===== src/rtl/seq_pkg.sv =====
// Shared definitions for the serial pattern transmitter slice.
package seq_pkg;

  typedef enum logic [1:0] {
    ST_IDLE = 2'd0,
    ST_SEND = 2'd1,
    ST_GAP  = 2'd2,
    ST_DONE = 2'd3
  } state_t;

  localparam logic [7:0] PAT_DEFAULT = 8'b00100011;

endpackage


===== src/rtl/seq_pattern_tx_if.sv =====
// Control/serial bundle between a controlling FSM and seq_pattern_tx.
interface seq_pattern_tx_if #(
  parameter int PAT_W = 8,
  parameter int REP_W = 4
);
  logic             load;
  logic [PAT_W-1:0] pat_in;
  logic             start;
  logic [REP_W-1:0] rep;
  logic             abort;
  logic             x_out;
  logic             sof;
  logic             busy;
  logic             done;

  modport master (
    output load, pat_in, start, rep, abort,
    input  x_out, sof, busy, done
  );

  modport slave (
    input  load, pat_in, start, rep, abort,
    output x_out, sof, busy, done
  );
endinterface


===== src/rtl/seq_bit_counter.sv =====
// Loadable down-counter with zero flag; holds at zero instead of wrapping.
module seq_bit_counter
  import seq_pkg::*;
#(
  parameter int W = 3
) (
  input  logic         clk,
  input  logic         reset,
  input  logic         load,
  input  logic [W-1:0] load_val,
  input  logic         dec,
  output logic [W-1:0] count,
  output logic         zero
);

  // Count register: load has priority over decrement.
  always_ff @(posedge clk) begin
    if (reset)
      count <= '0;
    else if (load)
      count <= load_val;
    else if (dec && (count != '0))
      count <= count - W'(1);
  end

  assign zero = (count == '0);

endmodule


===== src/rtl/seq_pattern_tx.sv =====
// Serial bit-pattern transmitter: MSB-first frames, idle-'1' gaps between
// repeats, abort, and a one-cycle done pulse. All outputs are registered.
module seq_pattern_tx
  import seq_pkg::*;
#(
  parameter int               PAT_W   = 8,
  parameter logic [PAT_W-1:0] PATTERN = PAT_W'(PAT_DEFAULT),
  parameter int               GAP     = 2,
  parameter int               REP_W   = 4
) (
  input logic             clk,
  input logic             reset,
  seq_pattern_tx_if.slave bus
);

  localparam int CW     = $clog2(PAT_W);
  localparam int GW     = (GAP > 1) ? $clog2(GAP) : 1;
  localparam int GAP_M1 = (GAP > 0) ? GAP - 1 : 0;

  state_t           state, state_n;
  logic [PAT_W-1:0] pat_reg, pat_n;
  logic [REP_W-1:0] frames, frames_n;
  logic             x_n, sof_n, busy_n, done_n;

  logic          bit_ld, bit_dec, bit_zero;
  logic [CW-1:0] bit_cnt;
  logic          gap_ld, gap_dec, gap_zero;
  logic [GW-1:0] gap_cnt;

  // bit_cnt is the index of the bit currently on x_out, so the next bit
  // fetched is bit_cnt-1 and bit_zero marks the last bit of a frame.
  seq_bit_counter #(.W(CW)) u_bit_cnt (
    .clk      (clk),
    .reset    (reset),
    .load     (bit_ld),
    .load_val (CW'(PAT_W - 1)),
    .dec      (bit_dec),
    .count    (bit_cnt),
    .zero     (bit_zero)
  );

  // gap_cnt counts remaining gap cycles after the current one.
  seq_bit_counter #(.W(GW)) u_gap_cnt (
    .clk      (clk),
    .reset    (reset),
    .load     (gap_ld),
    .load_val (GW'(GAP_M1)),
    .dec      (gap_dec),
    .count    (gap_cnt),
    .zero     (gap_zero)
  );

  // Next-state and next-output decode; defaults give the idle line level.
  always_comb begin
    state_n  = state;
    pat_n    = pat_reg;
    frames_n = frames;
    x_n      = 1'b1;
    sof_n    = 1'b0;
    busy_n   = 1'b0;
    done_n   = 1'b0;
    bit_ld   = 1'b0;
    bit_dec  = 1'b0;
    gap_ld   = 1'b0;
    gap_dec  = 1'b0;

    case (state)
      ST_IDLE: begin
        if (bus.load)
          pat_n = bus.pat_in;
        if (bus.start && !bus.abort) begin
          frames_n = (bus.rep == '0) ? REP_W'(1) : bus.rep;
          state_n  = ST_SEND;
          x_n      = pat_n[PAT_W-1];
          sof_n    = 1'b1;
          busy_n   = 1'b1;
          bit_ld   = 1'b1;
        end
      end

      ST_SEND: begin
        if (bus.abort) begin
          state_n = ST_IDLE;
        end else if (!bit_zero) begin
          x_n     = pat_reg[bit_cnt - CW'(1)];
          busy_n  = 1'b1;
          bit_dec = 1'b1;
        end else if (frames > REP_W'(1)) begin
          frames_n = frames - REP_W'(1);
          busy_n   = 1'b1;
          if (GAP == 0) begin
            x_n    = pat_reg[PAT_W-1];
            sof_n  = 1'b1;
            bit_ld = 1'b1;
          end else begin
            state_n = ST_GAP;
            gap_ld  = 1'b1;
          end
        end else begin
          state_n = ST_DONE;
          done_n  = 1'b1;
        end
      end

      ST_GAP: begin
        if (bus.abort) begin
          state_n = ST_IDLE;
        end else if (!gap_zero) begin
          busy_n  = 1'b1;
          gap_dec = 1'b1;
        end else begin
          state_n = ST_SEND;
          x_n     = pat_reg[PAT_W-1];
          sof_n   = 1'b1;
          busy_n  = 1'b1;
          bit_ld  = 1'b1;
        end
      end

      ST_DONE: begin
        state_n = ST_IDLE;
      end

      default: begin
        state_n = ST_IDLE;
      end
    endcase
  end

  // State, pattern, frame counter and registered outputs.
  always_ff @(posedge clk) begin
    if (reset) begin
      state     <= ST_IDLE;
      pat_reg   <= PATTERN;
      frames    <= '0;
      bus.x_out <= 1'b1;
      bus.sof   <= 1'b0;
      bus.busy  <= 1'b0;
      bus.done  <= 1'b0;
    end else begin
      state     <= state_n;
      pat_reg   <= pat_n;
      frames    <= frames_n;
      bus.x_out <= x_n;
      bus.sof   <= sof_n;
      bus.busy  <= busy_n;
      bus.done  <= done_n;
    end
  end

endmodule

===== src/flat_wrapper.sv =====
// flat-port wrapper written by rule: the top's interface ports become plain ports
module seq_pattern_tx_flat import seq_pkg::*;
#(
  parameter int               PAT_W   = 8,
  parameter logic [PAT_W-1:0] PATTERN = PAT_W'(PAT_DEFAULT),
  parameter int               GAP     = 2,
  parameter int               REP_W   = 4
)
  (clk, reset, bus_load, bus_pat_in, bus_start, bus_rep, bus_abort, bus_x_out, bus_sof, bus_busy, bus_done);
  seq_pattern_tx_if #(.PAT_W(PAT_W), .REP_W(REP_W)) bus_i ();
  input logic clk;
  input logic reset;
  input wire logic [$bits(bus_i.load)-1:0] bus_load;
  input wire logic [$bits(bus_i.pat_in)-1:0] bus_pat_in;
  input wire logic [$bits(bus_i.start)-1:0] bus_start;
  input wire logic [$bits(bus_i.rep)-1:0] bus_rep;
  input wire logic [$bits(bus_i.abort)-1:0] bus_abort;
  output wire logic [$bits(bus_i.x_out)-1:0] bus_x_out;
  output wire logic [$bits(bus_i.sof)-1:0] bus_sof;
  output wire logic [$bits(bus_i.busy)-1:0] bus_busy;
  output wire logic [$bits(bus_i.done)-1:0] bus_done;
  assign bus_i.load = bus_load;
  assign bus_i.pat_in = bus_pat_in;
  assign bus_i.start = bus_start;
  assign bus_i.rep = bus_rep;
  assign bus_i.abort = bus_abort;
  assign bus_x_out = bus_i.x_out;
  assign bus_sof = bus_i.sof;
  assign bus_busy = bus_i.busy;
  assign bus_done = bus_i.done;
  seq_pattern_tx #(.PAT_W(PAT_W), .PATTERN(PATTERN), .GAP(GAP), .REP_W(REP_W)) u_core (.clk(clk), .reset(reset), .bus(bus_i));
endmodule

===== config.mk =====
export PLATFORM = sky130hd
export DESIGN_NAME = seq_pattern_tx_flat
export DESIGN_NICKNAME = d
export VERILOG_FILES = /design/src/rtl/seq_pkg.sv /design/src/rtl/seq_pattern_tx_if.sv /design/src/rtl/seq_bit_counter.sv /design/src/rtl/seq_pattern_tx.sv /design/src/flat_wrapper.sv
export SDC_FILE = /design/constraint.sdc
export NUM_CORES = 1
export LEC_CHECK = 0
export CAP_MARGIN = 20
export CORE_UTILIZATION = 54
export CTS_BUF_LIST = sky130_fd_sc_hd__clkbuf_8
export DETAILED_ROUTE_END_ITERATION = 16
export HOLD_SLACK_MARGIN = 0.02
export PLACE_DENSITY = 0.85
export SLEW_MARGIN = 20
export SYNTH_ARGS = -nofsm -noshare
export SYNTH_HDL_FRONTEND = slang
export SYNTH_SLANG_ARGS = --single-unit

===== constraint.sdc =====
create_clock -name clk -period 2.7 [get_ports clk]
set_input_delay 0.81 -clock clk [delete_from_list [all_inputs] [get_ports clk]]
set_output_delay 0.81 -clock clk [all_outputs]
set_load 0.005 [all_outputs]

## Word level (Yosys, flattened, before mapping)

Index checks and enable logic that the tools add are counted.

| storage, ports and cells | value |
|---|---|
| bits in registers | 22 |
| word-level logic and storage cells | 86 |
| memories | 0 |
| input bits | 17 |
| ROM bits | 0 |
| output and inout port bits | 4 |
| bits in writable memories | 0 |
| bits in latches | 0 |

| operators by class | value |
|---|---|
| multiply operators | 0 |
| bitwise operators | 2 |
| add/subtract/negate cells | 3 |
| muxes and demuxes | 45 |
| eq/ne operators | 9 |
| reductions and logical operators | 15 |
| shift-type cells | 0 |
| $lt $le $gt $ge | 2 |
| div/mod/pow operators | 0 |

Operator list:

| operator | number |
|---|---|
| $mux W1 | 26 |
| $mux W4 | 5 |
| $mux W2 | 5 |
| $mux W8 | 1 |
| $pmux W2 S4 | 1 |
| $pmux W4 S2 | 1 |
| $mux W3 | 2 |
| $ne A2 B1 Y1 const B | 3 |
| $pmux W1 S3 | 2 |
| $reduce_bool A2 Y1 | 3 |
| $reduce_and A5 Y1 | 1 |
| $eq A2 B2 Y1 const B | 2 |
| $gt A4 B1 Y1 const B | 1 |
| $logic_not A4 Y1 | 1 |
| $lt A3 B4 Y1 const B | 1 |
| $reduce_or A4 Y1 | 1 |
| $sub A4 B1 Y4 const B | 1 |
| $bmux W1 S3 | 1 |
| $logic_and A1 B1 Y1 | 3 |
| $logic_not A3 Y1 | 1 |
| $ne A3 B2 Y1 const B | 1 |
| $ne A3 B3 Y1 const B | 1 |
| $reduce_and A3 Y1 | 1 |
| $reduce_bool A3 Y1 | 1 |
| 9 further kinds | 10 |

## Logic depth before layout (Yosys ltp)

| logic depth | value |
|---|---|
| depth in word-level cells | 7 |
| gate-level depth with buffers | 7 |
| depth with buffers taken out | 7 |

## Modules after synthesis

A second synthesis with hierarchy kept.

| second synthesis, totals | value |
|---|---|
| cell total of the unflattened synthesis | 152 |
| area total of the unflattened synthesis | 1260.0 µm² |

Modules (own cells, without submodules):

| module | times used | area each (µm²) | seq. area each (µm²) | cells an instance |
|---|---|---|---|---|
| seq_pattern_tx | 1 | 1029.7 | 360.3 | 127 |
| seq_bit_counter (u_core.u_bit_cnt) | 1 | 182.7 | 60.1 | 21 |
| seq_bit_counter (u_core.u_gap_cnt) | 1 | 47.5 | 20.0 | 4 |

## Least setup slack after synthesis

Ideal clock, no wire load.

| timing | value |
|---|---|
| kind | input to register |
| start point | input port bus_abort |
| end point | register u_core.state[0] |
| data arrival time | 1809 ps |
| setup time | 129 ps |
| stages on the path | 6 |
| path slack | 762 ps |
| cell sequence | buf_2 > nand2b_1 > nor2_1 > a221oi_1 > mux2i_1 > nor2_1 |

| between the ends | value |
|---|---|
| word-level cells in the longest chain between the ends | 4 |
| elaborated cells on any way between the ends | 9 |
| classes of those cells | 3 x eq/ne; 3 x mux; 3 x reduce/logical |

RTL lines:

| what | line | text |
|---|---|---|
| start, declared | flat_wrapper.sv:17 | `input wire logic [$bits(bus_i.abort)-1:0] bus_abort;` |
| $logic_not A1 Y1 | seq_pattern_tx.sv:71 | `if (bus.start && !bus.abort) begin` |
| $logic_and A1 B1 Y1 | seq_pattern_tx.sv:71 |  |
| $ne A2 B1 Y1 (no line) | - |  |
| $reduce_and A3 Y1 (no line) | - |  |
| end signal, assigned | seq_pattern_tx.sv:141 | `state <= state_n;` |
| end, declared | seq_pattern_tx.sv:20 | `state_t state, state_n;` |

Parallel ways exist; a longest one is shown, timed or not.
A chain may end at the register's enable or synchronous reset.

## Worst setup path in the final report

| timing | value |
|---|---|
| start point | input port bus_abort |
| end point | register u_core.state[1] |

Same word-level chain as after synthesis.

==> results.md <==
- Status: complete, no violations
- IO Count: 21
- Core ar.: 2191 sq um
- Reg2reg setup slack: ~0.62 ns
- Flip-flop count of the largest register after layout: 8
- Cell Pwr Density: 670.9 nW/um^2
- Max incr delay on CP: 0.50 ns
- Synthesized cell area: 1245 sq um
- Drt drc: 0
- Register Area: 440.4 sq um
- Flop pwr share: around two fifths
- Sink Count: 22
- RSZ-0062 raised after global routing: no
- Top cell by count, worst path: nor2_1
- Post-cts sizing count: 0
- Maximum fanout along the worst path: 6
- Die Y: 50.02 um
- Count of input and output buffers: 20
- Vias: 1,091
- Final setup vio count: 0
- Slowest-stage cell, CP: clkdlybuf4s50_1
- CTS tree: done
- Total CTS buffers: 3
- Cell count of the worst reg-to-reg path: 7
- Fmax achieved: 455.0 MHz
- Period utilisation layout: 81.40%
- Sw Ratio: approximately 29%
- Fill cells: 187
- Post-synth EDFFs: 0
- Area of the multi-input gates: 747.0 sq um
- Synth-to-Final Area Change: 23.92%
- Worst Setup Path Type: primary input to flop
- Power, Total: 1035 uW
- Layout Nets: 192
- Grt ovf: 0
- Psw: between 300 and 400 uW
- Gr usage total: a little under a quarter
- WP data arrival: 2.35 ns
- Vias in the first global route: around 1,000
- GPL Wtd Cong: between 0.9 and 1
- Seq/Total Area, Yosys: 35.38%
- Die ar.: approximately 2500 sq um
- Combinational Power Share: 31.7%
- Final setup TNS: 0 ns
- Pin count of the biggest net entering global routing: 14
- Yosys warnings: 0
- Postcts setup bufs: 0
- CP cell instances: clkdlybuf4s50_1 -> nand2b_1 -> nor2_1 -> a221oi_1 -> mux2i_1 -> nor2_1
- H-tree depth: 1
- DR WL/cell: 13.42 um
- Post-route design area: approximately 1500 sq um
- Max Cap Viol: 0
- N_diodes: 0
- Crit start category: primary input
- Core Rows: 17
- Share of layout cells above drive strength 1: 7.229%
- DIE WIDTH: 50.02 um
- Clk pwr share: between 30% and 40%
- Final Hold Fails: 0
- Setup crit end: u_core.state[1]
- Syn nets: 171
- Ys flop type: dfxtp_1
- Max Slew Vio Count: 0
- Yosys cell types: 40
- Hold Startpoint: u_core.pat_reg[2]
- Reg clk slew, reported paths: 0.08 ns
- WL final: 2.603 mm
- Vias per inst: 5.624
- Clock Tree Root: clkbuf_8
- Worst clock skew: 0.005836 ns
- Dpl hpwl: 1.991 mm
- Worst-Skew Late Latency: 0.27 ns
- Mapped Cells: 146
- Initial DRC Count: 18
- Register bit total from synthesis: 22
- Internal power: approximately 730 uW
- DRT Pass-1 Iters: 7
- FFs w/ async S/R, synth: 0%
- Avg Synthesized Cell Area: 8.527 sq um
- Endpoint class of the critical path: flop
- Max VDD drop: 0.4786 mV
- Reg2reg end: u_core.frames[0]
- Antenna Nets Post-Route: 0
- Initial antenna violation count: 0
- Worst Tran Pin Value: around 0.51 ns
- Post-DP Area: 1471 sq um
- Starting Density: a little under three fifths
- Relative slew slack: 65.64%
- Hold Path Class: flop to flop
- P_leak: around 0.0006 uW
- CP Launch Point: bus_abort
- Core Util, Final: between 70% and 80%
- Max clock buf depth: 2
- CP Data Required Time: 2.85 ns
- Fin crit period: approximately 2.2 ns
- R2r startpoint: u_core.frames[0]
- Post-CTS Hold Buffers: 0
- First-pass GRT wire length: 4.381 mm
## cells by family (layout without fill, tap and decap cells)
group                      after synthesis  in the layout  share of synthesized area, %
buffers and inverters                   15             35                         4.622
and+or+nand+nor                         60             60                         23.02
muxes                                    9              9                         11.36
adders and majority gates                8              8                         8.041
DFF                                     22             22                         35.38
AOI/OAI and AO/OA                       30             30                         16.18
xor gates and xnor gates                 2              2                         1.407
## critical path, delay by kind of cell
family                 cells  cell delay (ns)
AND/OR/NAND/NOR            3             0.35
multiplexers               1             0.27
buffers and inverters      1             0.50
AO/OA/AOI/OAI              1             0.42
## cell type report
type,count,area share [%]
multi-input combinational,109,48.42
sequential,22,28.55
timing repair buffer,22,13.95
clock buffer,3,2.676
tap,28,2.271
inverter,9,2.190
clock inverter,1,1.946
## layer usage
layer	up-vias	share of wire, %	global-route usage (%)
li1	547	-	-
met1	506	45	29.90
met2	29	48	36.22
met3	9	3.8	4.012
met4	0	2.9	16.19
met5	-	0	0
## cells in the final DEF (no fill, tap or decap), types with 3 or more instances in the layout
master	synthesis	final
mux4_2	4	4
clkbuf_8	0	3
nand2b_1	6	6
nor2_1	11	11
o21ai_0	7	7
clkdlybuf4s50_1	0	20
nor2b_1	3	3
mux2i_1	4	4
dfxtp_1	22	22
nand3b_1	3	3
inv_1	9	9
nand2_1	27	27
a21oi_1	7	7
ha_1	8	8
## metrics by stage
step | setup slack [ns] | instances | hold WS [ns]
3_3_place_gp | 0.3030 | 190 | 0.4601
3_5_place_dp | 0.2499 | 190 | 0.4656
2_1_floorplan | 0.7622 | 146 | 0.4432
5_1_grt | 0.4368 | 194 | 0.5039
6_report | 0.5021 | 194 | 0.4745
4_1_cts | 0.5194 | 194 | 0.4767
## power groups by stage
stage	logic (uW)	clock network (uW)	registers, uW
after floorplan	246	0	394
after global placement	316	0	400
after detailed placement	327	0	403
after CTS	329	316	395
after global routing	368	329	401
final	328	311	396
## how the worst min path moves through the flow
stage	to	slack, ns	cells past startpoint
6_report	u_core.pat_reg[2]	0.47	2
5_1_grt	u_core.pat_reg[2]	0.50	2
4_1_cts	u_core.pat_reg[2]	0.48	2
3_5_place_dp	u_core.pat_reg[2]	0.47	2
3_3_place_gp	u_core.pat_reg[3]	0.46	2
2_1_floorplan	u_core.pat_reg[4]	0.44	2
## Yosys cell counts, types with 2 or more instances
cell type / n / share of area [%]
nor2_1: 11 / 3.3
mux4_2: 4 / 7.2
ha_1: 8 / 8.0
a221oi_1: 2 / 1.4
mux2i_1: 4 / 3.2
o21ai_0: 7 / 2.8
dfxtp_1: 22 / 35
a21oi_1: 7 / 2.8
nor3_1: 2 / 0.80
clkbuf_1: 4 / 1.2
nand2b_1: 6 / 3.0
nor2b_1: 3 / 1.5
nand2_1: 27 / 8.1
nand3b_1: 3 / 1.8
inv_1: 9 / 2.7
nor3b_1: 2 / 1.2
a211o_1: 2 / 1.4
Power figures use the tool's default switching activity.
